==> config.mk <==
export PLATFORM = sky130hd
export DESIGN_NAME = ifetch
export DESIGN_NICKNAME = d
export VERILOG_FILES = /design/src/rtl/ifetch.sv
export SDC_FILE = /design/constraint.sdc
export NUM_CORES = 1
export LEC_CHECK = 0
export BUFFER_PORTS_ARGS = -buffer_cell sky130_fd_sc_hd__buf_4
export CAP_MARGIN = 5
export CORE_UTILIZATION = 40
export CTS_CLUSTER_DIAMETER = 50
export CTS_CLUSTER_SIZE = 24
export DETAILED_ROUTE_END_ITERATION = 10
export GPL_TIMING_DRIVEN = 0
export PLACE_DENSITY = 0.69
export SLEW_MARGIN = 20
export SYNTH_ARGS = -nofsm -noshare
export SYNTH_HDL_FRONTEND = slang
export SYNTH_SLANG_ARGS = --single-unit
export TNS_END_PERCENT = 30
==> constraint.sdc <==
create_clock -name clk -period 3.91 [get_ports clk]
set_clock_uncertainty 0.05 [all_clocks]
set_input_delay 0.5865 -clock clk [delete_from_list [all_inputs] [get_ports clk]]
set_output_delay 0.5865 -clock clk [all_outputs]
set_load 0.05 [all_outputs]
==> src/rtl/ifetch.sv <==
// Instruction fetch: PC register, combinational memory request, and a 2-entry {pc, inst} output FIFO.
// Optional JAL predecode follows the target directly when IFETCH_PREDECODE_EN is defined.
`ifndef MEMI_SIZE_LOG
`define MEMI_SIZE_LOG 10
`endif
`ifndef INST_LEN
`define INST_LEN 32
`endif

module ifetch #(
    parameter int          ADDR_W   = `MEMI_SIZE_LOG,
    parameter int          INST_W   = `INST_LEN,
    parameter int unsigned RESET_PC = 0
) (
    input  logic              clk,
    input  logic              rst,
    output logic [ADDR_W-1:0] req_addr,
    input  logic [INST_W-1:0] resp_data,
    input  logic              redirect_valid,
    input  logic [ADDR_W-1:0] redirect_pc,
    output logic              out_valid,
    input  logic              out_ready,
    output logic [INST_W-1:0] out_inst,
    output logic [ADDR_W-1:0] out_pc
);

    logic [ADDR_W-1:0] r_pc;
    logic [1:0]        r_cnt;
    logic [ADDR_W-1:0] r_fpc   [2];
    logic [INST_W-1:0] r_finst [2];

    logic [ADDR_W-1:0] w_pc_nxt;
    logic [1:0]        w_cnt_nxt;
    logic [ADDR_W-1:0] w_fpc_nxt   [2];
    logic [INST_W-1:0] w_finst_nxt [2];
    logic              w_deq;
    logic              w_enq;
    logic              w_slot;
    logic [ADDR_W-1:0] w_step;

`ifdef IFETCH_PREDECODE_EN
    logic [31:0] w_jimm;
    logic        w_is_jal;

    // J-type immediate is a byte offset; bits [ADDR_W+1:2] give the word step.
    always_comb begin
        w_jimm   = {{11{resp_data[31]}}, resp_data[31], resp_data[19:12],
                    resp_data[20], resp_data[30:21], 1'b0};
        w_is_jal = (resp_data[6:0] == 7'b1101111);
        w_step   = w_is_jal ? w_jimm[ADDR_W+1:2] : ADDR_W'(1);
    end
`else
    assign w_step = ADDR_W'(1);
`endif

    always_comb begin
        w_deq  = (r_cnt != 2'd0) && out_ready && !redirect_valid;
        w_enq  = !redirect_valid && ((r_cnt != 2'd2) || w_deq);
        // Entry index receiving the new fetch, after any same-edge pop.
        w_slot = (r_cnt == 2'd2) || ((r_cnt == 2'd1) && !w_deq);

        w_pc_nxt       = r_pc;
        w_cnt_nxt      = r_cnt;
        w_fpc_nxt[0]   = r_fpc[0];
        w_fpc_nxt[1]   = r_fpc[1];
        w_finst_nxt[0] = r_finst[0];
        w_finst_nxt[1] = r_finst[1];

        if (redirect_valid) begin
            w_pc_nxt  = redirect_pc;
            w_cnt_nxt = 2'd0;
        end else begin
            if (w_deq) begin
                w_fpc_nxt[0]   = r_fpc[1];
                w_finst_nxt[0] = r_finst[1];
            end
            if (w_enq) begin
                if (w_slot) begin
                    w_fpc_nxt[1]   = r_pc;
                    w_finst_nxt[1] = resp_data;
                end else begin
                    w_fpc_nxt[0]   = r_pc;
                    w_finst_nxt[0] = resp_data;
                end
                w_pc_nxt = r_pc + w_step;
            end
            w_cnt_nxt = r_cnt + {1'b0, w_enq} - {1'b0, w_deq};
        end
    end

    always_ff @(posedge clk or posedge rst) begin
        if (rst) begin
            r_pc       <= ADDR_W'(RESET_PC);
            r_cnt      <= 2'd0;
            r_fpc[0]   <= '0;
            r_fpc[1]   <= '0;
            r_finst[0] <= '0;
            r_finst[1] <= '0;
        end else begin
            r_pc       <= w_pc_nxt;
            r_cnt      <= w_cnt_nxt;
            r_fpc[0]   <= w_fpc_nxt[0];
            r_fpc[1]   <= w_fpc_nxt[1];
            r_finst[0] <= w_finst_nxt[0];
            r_finst[1] <= w_finst_nxt[1];
        end
    end

    assign req_addr  = r_pc;
    assign out_valid = (r_cnt != 2'd0);
    assign out_inst  = r_finst[0];
    assign out_pc    = r_fpc[0];

endmodule

==> flow_summary.yaml, run 1 <==
critical_path:
  path_delay_family: "simple AND/OR/NAND/NOR gates"
  cpPeakStageDelay_ns: 0.48
  end_kind: "flop"
  path_cells: "nand2b_1 > clkbuf_2 > nor2_1 > or2_2 > ha_1 > inv_1 > ha_1 > xnor2_1 > nor2_1"
  crit_arrival_ns: 2.25
  cp.required_ns: 4.09
  worst_path_max_delay_cell: "dfrtp_1"
  startpoint_type: "flop"
  crit_buf_inv: 2
  worstPathMaxFanout: 8
  crit_type: "reg2reg"
yosys:
  seq_area_frac_synth_pct: 54.7
  ys_ff_latch: 96
  yosys_warnings: 0
  synth_adder_area_share_pct: 0.855
  synth-compound-area-share_pct: 8.83
  syn_area_per_cell_um2: 11.0
  synth-simple-area-share_pct: 11.7
  synth_nets: 447
  synth_area_um2: 4390
  ys_types: 37
  synth_cells: 398
  synth_top_family_by_area: "simple AND/OR/NAND/NOR gates"
  synth_xor_xnor_area_share_pct: 1.99
  synthMuxAreaShare_pct: 11.0
global_route:
  antenna_found_initial: 0
  grt_max_degree: 66
  grt_pass1_vias: 3245
  overflow: 0
  grt_pass1_wl_mm: 15.8
  grt-busiest-layer: "met2"
  met2_usage_pct: 28.8
  grtUsageMet1_pct: 24.4
  gr-usage-met3_pct: 4.07
  grt_usage_pct: 18.0
floorplanning:
  fp-row-count: 37
  initial_core_util_pct: 42.0
  core_um2: 10500
  fp.dieH_um: 107
  io-pin-count: 99
  dieArea_um2: 11400
  die_w_um: 107
pwr:
  ir_drop_mv: 0.461
  p_per_area_nw_per_um2: 794
  power_leakage_nw: 2.60
clocking:
  cts_htree_levels: 3
  clkLatencyLatePin_ns: 0.35
  cts-root-buf: "clkbuf_8"
  clockBufferDepth: 2
  ctsHoldBuffers: 0
  clock_sinks: 96
  cts_setup_buffers: 0
  cts_resized: 0
  cts_buffers: 9
  clkTransAtPathRegs_ns: 0.09
  cts_tree: "yes"
routing:
  wl_mm: 9.55
  ant_nets: 0
  vias: 3189
  vias_per_cell: 4.91
  drtIter0Drc: 116
  firstDrtPassIters: 4
  wl_per_cell_um: 14.7
  drc_errors: 0
sta:
  tightest_slew_ns: 0.566
  period_minus_slack_ns: 2.07
  finalHoldViolCount: 0
  relSlewSlack_pct: 62.2
  rsz0062_at_grt: "false"
  fmax_mhz: 483
  finalSetupViolCount: 0
  period_share_pct: 53.0
  slew_violations: 0
  finalHoldWorstSlack_ns: 0.144
run:
  drv_cap: 0
finish:
  fin_nets: 557
  drive_gt1_share_pct: 42.5
  finish.utilization_pct: 53.3
  num-fill-cells: 969
  insertedDiodeCount: 0
  synthToLayoutAreaGrowth_pct: 27.1
outcome:
  status: "finished clean"
placed_design:
  io_buffers: 98
  hpwl_mm: 6.73
  place.gp.congestion: 0.748
hold_path:
  hp-class: "in2async"
[cells in the final DEF, fill, tap and decap left out, types with 2 or more instances in the layout]
cell / count
nand2_1: 11
o211ai_1: 4
nor2b_1: 4
and2_1: 2
dfrtp_1: 96
clkinvlp_4: 2
buf_6: 8
buf_4: 140
buf_2: 3
xor2_1: 9
o22ai_1: 41
clkbuf_8: 10
mux2_1: 2
mux2_2: 40
nor2_1: 84
inv_1: 4
inv_6: 2
nand3_1: 3
ha_1: 3
or2_2: 2
clkbuf_1: 9
o21ai_0: 10
bufinv_16: 3
o2111ai_1: 2
or4_1: 2
[Yosys cell counts, drive strengths merged]
cell type | n | area share (%)
a21oi | 2 | 0.31
and2 | 2 | 0.28
and3 | 1 | 0.14
and4 | 1 | 0.20
buf | 54 | 9.7
clkbuf | 10 | 0.88
dfrtp | 96 | 55
ha | 3 | 0.85
inv | 5 | 0.43
mux2 | 42 | 11
mux2i | 1 | 0.23
nand2 | 11 | 0.94
nand2b | 1 | 0.14
nand3 | 4 | 0.57
nor2 | 85 | 7.4
nor2b | 5 | 0.88
nor3b | 1 | 0.28
o2111ai | 2 | 0.40
o211ai | 4 | 0.68
o21ai | 11 | 1.3
o221ai | 1 | 0.34
o22ai | 41 | 5.8
or2 | 2 | 0.28
or3 | 1 | 0.14
or4 | 2 | 0.34
xnor2 | 1 | 0.20
xor2 | 9 | 1.8
[where the power goes]
part | internal, mW | switching [mW] | leakage (nW) | total [mW]
Clock | 0.444 | 0.348 | 0.119 | 0.792
Combinational | 0.851 | 1.15 | 1.36 | 2.01
Sequential | 1.40 | 0.237 | 1.12 | 1.64
Total | 2.69 | 1.74 | 2.60 | 4.43
[worst register-to-register path, cell delays in order, from the launching register on]
cell	delay, ns
dfrtp_1	0.48
nand2b_1	0.14
clkbuf_2	0.20
nor2_1	0.11
or2_2	0.28
ha_1	0.28
inv_1	0.04
ha_1	0.18
xnor2_1	0.15
nor2_1	0.05
[cells by family after synthesis]
family | count (synthesis)
AOI/OAI and AO/OA | 61
xor gates and xnor gates | 10
adders and majority gates | 3
buffers and inverters | 69
DFF | 96
muxes | 43
and+or+nand+nor | 116
[state kept, by name, summed over array words and instances, names as in the netlist]
register / flops
r_finst: 32
out_pc: 10
req_addr: 10
r_fpc: 10
r_cnt: 2
out_inst: 32
[layer usage]
| layer | vias to the layer above | wire, um |
|---|---|---|
| met5 | - | 0 |
| li1 | 1539 | - |
| met2 | 73 | 4600 |
| met4 | 0 | 90 |
| met1 | 1570 | 4400 |
| met3 | 7 | 466 |
[stage by stage]
stage / instance area, um2 / cells / power, mW / setup WS (ns) / setup TNS, ns
floorplan: 4390 / 398 / 3.14 / 0.768 / 0
global placement: 5300 / 632 / 3.61 / -0.321 / -30.19
detailed placement: 5330 / 633 / 3.68 / 1.56 / 0
CTS: 5580 / 649 / 4.48 / 1.83 / 0
global route: 5580 / 649 / 4.69 / 1.70 / 0
finish: 5580 / 649 / 4.43 / 1.84 / 0
[cell type report]
cell class / instances / area (um2) / area share [%]
clock buffer: 10 / 138 / 2.47
buffer: 64 / 463 / 8.29
sequential: 96 / 2400 / 43.0
tap: 136 / 170 / 3.05
inverter: 5 / 23.8 / 0.426
timing repair buffer: 99 / 763 / 13.7
clock inverter: 6 / 114 / 2.04
multi-input combinational: 233 / 1510 / 27.0
[worst paths after layout]
path	endpoint	slack (ns)	from	cells after the start
worst min-delay path	out_inst[16]$_DFFE_PP0N_	0.14	rst	2
worst max-delay path	r_cnt[1]$_DFF_PP0_	1.84	r_cnt[0]$_DFF_PP0_	9
min in group clk	req_addr[1]$_DFFE_PP0P_	0.39	redirect_pc[1]	3
max in group asynchronous	req_addr[6]$_DFFE_PP0P_	3.04	rst	3
worst max register to register	r_cnt[1]$_DFF_PP0_	1.84	r_cnt[0]$_DFF_PP0_	9
worst min register to register	r_finst[2]$_DFFE_PP0P_	0.45	r_finst[2]$_DFFE_PP0P_	1
Note: power is estimated with default switching activity, not from simulation.
==> run 2: changes to the inputs <==
ABC_AREA = 1   (was default)
PLACE_DENSITY = 0.71   (was 0.69)
clock period = 1.7 ns   (was 3.91 ns; I/O delays follow)
==> run 2 against run 1 <==
The run now ends with DRC left. Core utilization decreased by 0.18 points. Critical path depth unchanged. Non-clock buffer count increased by 11. Critical endpoint unchanged. Sequential cell count unchanged. Count of clock-buffer cells in the layout increased by 3. Design area increased by 9.7%. Critical path type unchanged.
==> flow_summary.yaml, run 2 <==
outcome:
  status: "complete, but fails checks"
  violations: "DRC"
yosys:
  synth_xor_xnor_area_share_pct: 0.183
  synth-simple-area-share_pct: 24.7
  synth_adder_area_share_pct: 0.785
  synthTopCellsByArea: "dfrtp_1 (50%), nor2_1 (9.8%), buf_4 (6.8%)"
  synth-compound-area-share_pct: 10.5
  synth_nets: 634
  seq_area_frac_synth_pct: 50.2
  yosysMostFrequentCell: "nor2_1"
  syn_area_per_cell_um2: 8.17
  synth_area_um2: 4780
  synth_cells: 585
  synthMuxAreaShare_pct: 0
  synth_top_area_cell: "dfrtp_1"
  ys.flop_type: "dfrtp_1"
  yosys-top-cells-count: "nor2_1 (125), dfrtp_1 (96), nand2_1 (75)"
  synth_top_family_by_area: "simple AND/OR/NAND/NOR gates"
  synth_top_cell_area_share_pct: 50.2
  yosys_warnings: 0
  synth_edf_count: 0
  async_flop_share_pct: 100
  ys_types: 26
  ys_ff_latch: 96
floorplanning:
  initial_core_util_pct: 41.5
  dieArea_um2: 12400
  fp-row-count: 39
  core_um2: 11500
  io-pin-count: 99
  die_w_um: 111
  fp.dieH_um: 111
pwr:
  ir_drop_mv: 0.608
  total_power_mw: 10.8
  p_per_area_nw_per_um2: 1770
  power_leakage_nw: 3.01
global_route:
  grt_usage_pct: 18.9
  grt_pass1_wl_mm: 18.6
  grt_max_degree: 35
  grt_pass1_vias: 3857
  antenna_found_initial: 0
  overflow: 0
finish:
  insertedDiodeCount: 0
  seqCellArea_um2: 2400
  synthToLayoutAreaGrowth_pct: 28.1
  fin_nets: 749
  multi_input_area_um2: 1760
  drive_gt1_share_pct: 30.9
  layout_common_cells: "buf_4 (142), nor2_1 (124), dfrtp_1 (95)"
  final_common_cell: "buf_4"
  num-fill-cells: 1112
routing:
  vias_per_cell: 4.85
  vias: 4105
  drc_errors: 18
  drtIter0Drc: 301
  wl_mm: 11.2
  firstDrtPassIters: 8
  wl_per_cell_um: 13.2
  ant_nets: 0
clocking:
  clock_sinks: 96
  cts_tree: "yes"
  cts_buffers: 9
  cts-root-buf: "clkbuf_16"
  clkLatencyLatePin_ns: 0.34
  clkTransAtPathRegs_ns: 0.06
  cts_htree_levels: 3
  clockBufferDepth: 2
placed_design:
  hpwl_mm: 8.24
  place.gp.congestion: 0.855
  io_buffers: 97
critical_path:
  crit_arrival_ns: 1.80
  reg2reg_depth: 9
  worstPathMaxFanout: 4
  end_kind: "flop"
  cp.required_ns: 1.88
  crit_type: "reg2reg"
  startpoint_type: "flop"
hold_path:
  hp-class: "in2reg"
  worstHoldPathCells: 3
sta:
  fmax_mhz: 615
  finalSetupViolCount: 0
  tightest_slew_ns: 0.564
  period_minus_slack_ns: 1.63
  finalHoldWorstSlack_ns: 0.0940
  rsz0062_at_grt: "true"
  slew_violations: 0
  finalHoldViolCount: 0
  relSlewSlack_pct: 62.4
  period_share_pct: 95.6
run:
  drv_cap: 0
==> run 2: cell types whose count changed in the layout (fill, tap and decap cells not counted), sizes merged, moves of 42 or more <==
cell	change
mux2	-42
inv	+42
nor2	+42
nand3	+57
nand2	+70
o21ai	+43
==> run 2: power breakdown <==
group          leakage, nW  internal [mW]  switching (mW)
registers             1.08           3.21           0.478
clock network        0.130           1.13           0.791
logic                 1.81           1.93            3.31
==> run 2: cell families (layout without fill, tap and decap cells) <==
family,Yosys count,after routing
AND/OR/NAND/NOR,281,281
buffers and inverters,119,237
flip-flops,96,96
AO/OA/AOI/OAI,85,85
adder cells (fa/ha/maj),3,3
XOR/XNOR,1,1
==> run 2: final cells by class <==
class                           instances  area share [%]
Sequential cell                        96            39.3
Multi-Input combinational cell        370            28.8
Timing Repair Buffer                  104            13.5
Buffer                                 70            7.97
Clock buffer                           13            3.92
Inverter                               49            3.11
Tap cell                              143            2.92
Clock inverter                          1           0.490
==> run 2: worst max-delay path: stages (launching register included) <==
cell and delay (ns):
dfrtp_2 0.44, inv_2 0.10, nand2_2 0.08, nand3_2 0.11, inv_1 0.05, ha_1 0.27, inv_1 0.04, ha_1 0.18
o21ai_1 0.13, a21oi_1 0.06
==> run 2: path summary, 6_finish.rpt <==
check / start / to / slack [ns]
worst max register to register: r_cnt[0]$_DFF_PP0_ / r_cnt[1]$_DFF_PP0_ / 0.07
worst max-delay path: r_cnt[0]$_DFF_PP0_ / r_cnt[1]$_DFF_PP0_ / 0.07
min in group asynchronous: rst / out_inst[22]$_DFFE_PP0N_ / 0.44
worst min-delay path: redirect_pc[0] / req_addr[0]$_DFFE_PP0P_ / 0.09
worst min register to register: r_finst[1]$_DFFE_PP0P_ / r_finst[1]$_DFFE_PP0P_ / 0.43
max in group asynchronous: rst / r_fpc[2]$_DFFE_PP0P_ / 0.51
==> run 2: routing by layer <==
layer / vias up / GRT usage, % / part of all wire (%)
li1: 2048 / - / -
met1: 1929 / 25.2 / 43
met2: 116 / 30.7 / 49
met3: 12 / 2.90 / 6.2
met4: 0 / 8.20 / 1.9
met5: - / 0 / 0
==> run 2: per-stage QoR <==
stage          worst slack [ns]  utilization (%)  setup TNS, ns  cells  cell area [um2]
3_5_place_dp             -0.297             50.0          -9.80    828             5760
5_1_grt                 -0.0154             53.2        -0.0387    846             6120
4_1_cts                -0.00526             52.6       -0.00526    843             6060
6_report                 0.0740             53.2              0    846             6120
3_3_place_gp             -0.325             49.4         -38.66    825             5690
2_1_floorplan            -0.222                -         -0.449    585             4780
==> run 2: what timing repair did <==
item	in CTS	in global routing
endpoints found under the setup margin	48	90
hold buffers	1	0
hold endpoints to repair	17	0
resized for setup	10	19
pin swaps	0	1
setup buffers	0	3
==> run 3: changes to the inputs <==
CORE_UTILIZATION = 45   (was 40)
PLACE_DENSITY = 0.77   (was 0.71)
==> run 3 against run 2 <==
The flow now finishes without violations. Combinational power is 2% higher. First-iteration DRC count is 29% lower. Clock power is 19% lower. Sequential power hardly changed. Critical path depth stayed put. Sequential cell count stayed put. Highest routed layer unchanged. Global-route usage is 2.7 points higher. Core utilization is 6.1 points higher. Worst setup slack worse by 0.054 ns. Power is 2.4% lower.
==> flow_summary.yaml, run 3 (synthesis results as in run 2) <==
outcome:
  status: "finished clean"
critical_path:
  worst_path_max_delay_cell: "dfrtp_1"
  cp.required_ns: 1.95
  cp-startpoint: "r_cnt[1]$_DFF_PP0_"
  crit_cells: 9
  startpoint_type: "flop"
  crit_type: "reg2reg"
  reg2reg_depth: 9
  end_kind: "flop"
  crit_arrival_ns: 1.93
  cpPeakStageDelay_ns: 0.44
  crit_buf_inv: 4
  r2r-start: "r_cnt[1]$_DFF_PP0_"
  path_cells: "inv_2 > nand2_4 > nand3_4 > inv_1 > ha_4 > inv_1 > ha_2 > inv_1 > nor2_1"
  worstPathMaxFanout: 3
  path_delay_family: "adder cells"
  crit_path_frequent_cell: "inv_1"
floorplanning:
  initial_core_util_pct: 46.3
  io-pin-count: 99
  fp-row-count: 37
  fp.dieH_um: 105
  die_w_um: 105
  dieArea_um2: 11000
  core_um2: 10300
pwr:
  power_leakage_nw: 3.01
  swShare_pct: 43.6
  net-switching-power_mw: 4.61
  power_frac_clock_pct: 14.6
  p_comb_share_pct: 50.4
  ir_drop_mv: 1.09
  seqPwrFrac_pct: 34.9
  p_per_area_nw_per_um2: 1730
  internal_power_mw: 5.97
sta:
  rsz0062_at_grt: "true"
  period_minus_slack_ns: 1.68
  relSlewSlack_pct: 60.5
  slew_violations: 0
  fmax_mhz: 595
  period_share_pct: 98.8
  finalSetupViolCount: 0
  finalHoldViolCount: 0
  tightest_slew_ns: 0.593
clocking:
  cts-root-buf: "clkbuf_8"
  cts_htree_levels: 3
  cts_tree: "yes"
  clockBufferDepth: 2
  clkTransAtPathRegs_ns: 0.09
  cts_buffers: 9
  clkLatencyLatePin_ns: 0.36
  clock_sinks: 96
finish:
  drive_gt1_share_pct: 32.1
  synthToLayoutAreaGrowth_pct: 28.0
  final_common_cell: "buf_4"
  layout_common_cells: "buf_4 (145), nor2_1 (124), dfrtp_1 (95)"
  num-fill-cells: 924
  insertedDiodeCount: 0
  fin_nets: 752
  finish.utilization_pct: 59.3
  final_cell_area_um2: 6120
global_route:
  overflow: 0
  grt_pass1_vias: 4016
  grt_usage_pct: 21.6
  grt_pass1_wl_mm: 18.8
  grt_max_degree: 30
  antenna_found_initial: 0
placed_design:
  io_buffers: 97
  hpwl_mm: 8.30
  place_area_um2: 5750
  place.gp.congestion: 0.828
hold_path:
  hp-start: "redirect_pc[0]"
  hp-class: "in2reg"
  worstHoldPathCells: 3
routing:
  vias: 4254
  firstDrtPassIters: 5
  vias_per_cell: 5.05
  wl_mm: 11.5
  drc_errors: 0
  wl_per_cell_um: 13.7
  drtIter0Drc: 214
  ant_nets: 0
run:
  drv_cap: 0
run 3: power by group through the flow:
stage | clock network (mW) | logic (mW) | registers, mW
after global routing | 1.66 | 5.76 | 3.80
after floorplan | 0 | 3.81 | 3.75
after detailed placement | 0 | 5.20 | 3.73
after CTS | 1.58 | 5.24 | 3.69
final | 1.55 | 5.34 | 3.70
after global placement | 0 | 5.06 | 3.69
run 3: stage by stage:
| stage | worst slack [ns] | TNS, ns | power (mW) | hold WS [ns] | instances |
|---|---|---|---|---|---|
| after floorplan | -0.222 | -0.449 | 7.56 | 0.350 | 585 |
| after global placement | -0.326 | -37.82 | 8.75 | 0.404 | 818 |
| after detailed placement | -0.289 | -10.46 | 8.93 | 0.248 | 821 |
| after CTS | 0.0182 | 0 | 10.5 | 0.0626 | 837 |
| after global routing | -0.0472 | -0.202 | 11.2 | 0.0660 | 843 |
| final | 0.0197 | 0 | 10.6 | 0.0703 | 843 |
run 3: final timing paths:
path | to | slack [ns]
min reg2reg | r_fpc[1]$_DFFE_PP0P_ | 0.43
max reg2reg | r_cnt[0]$_DFF_PP0_ | 0.02
min in group asynchronous | out_pc[3]$_DFFE_PP0N_ | 0.42
max in group asynchronous | r_cnt[0]$_DFF_PP0_ | 0.46
min | req_addr[0]$_DFFE_PP0P_ | 0.07
max | r_cnt[0]$_DFF_PP0_ | 0.02
run 3: layout make-up:
cell class / count / area (um2) / share of cell area, %
plain buffers: 70 / 492 / 8.04
clock buffers: 13 / 169 / 2.76
clock inverters: 2 / 37.5 / 0.613
inverters: 49 / 195 / 3.19
multi-input cells: 370 / 1800 / 29.4
flip-flops and latches: 96 / 2400 / 39.3
well taps: 136 / 170 / 2.78
repair buffers: 107 / 851 / 13.9
run 3: what timing repair did:
action                                 4_1_cts  5_1_grt
endpoints found under the hold margin       15        0
gates resized for setup                     12       29
pin swaps                                    1        3
gates cloned                                 0        0
setup endpoints to repair                   50       86
setup buffers                                0        6
hold buffers                                 1        0
run 3: worst register-to-register path, delay by kind of cell, from the launching register on:
kind	cells	cell delay, ns
buffers and inverters	4	0.32
DFF	1	0.44
and+or+nand+nor	3	0.24
adders and majority gates	2	0.57
run 3: per-layer routing:
layer | GRT usage [%] | share of wire, % | up-vias
met5 | 0 | 0 | -
met4 | 6.64 | 1.7 | 0
met3 | 4.68 | 6.5 | 23
met2 | 36.2 | 49 | 149
met1 | 27.9 | 42 | 2022
li1 | - | - | 2060
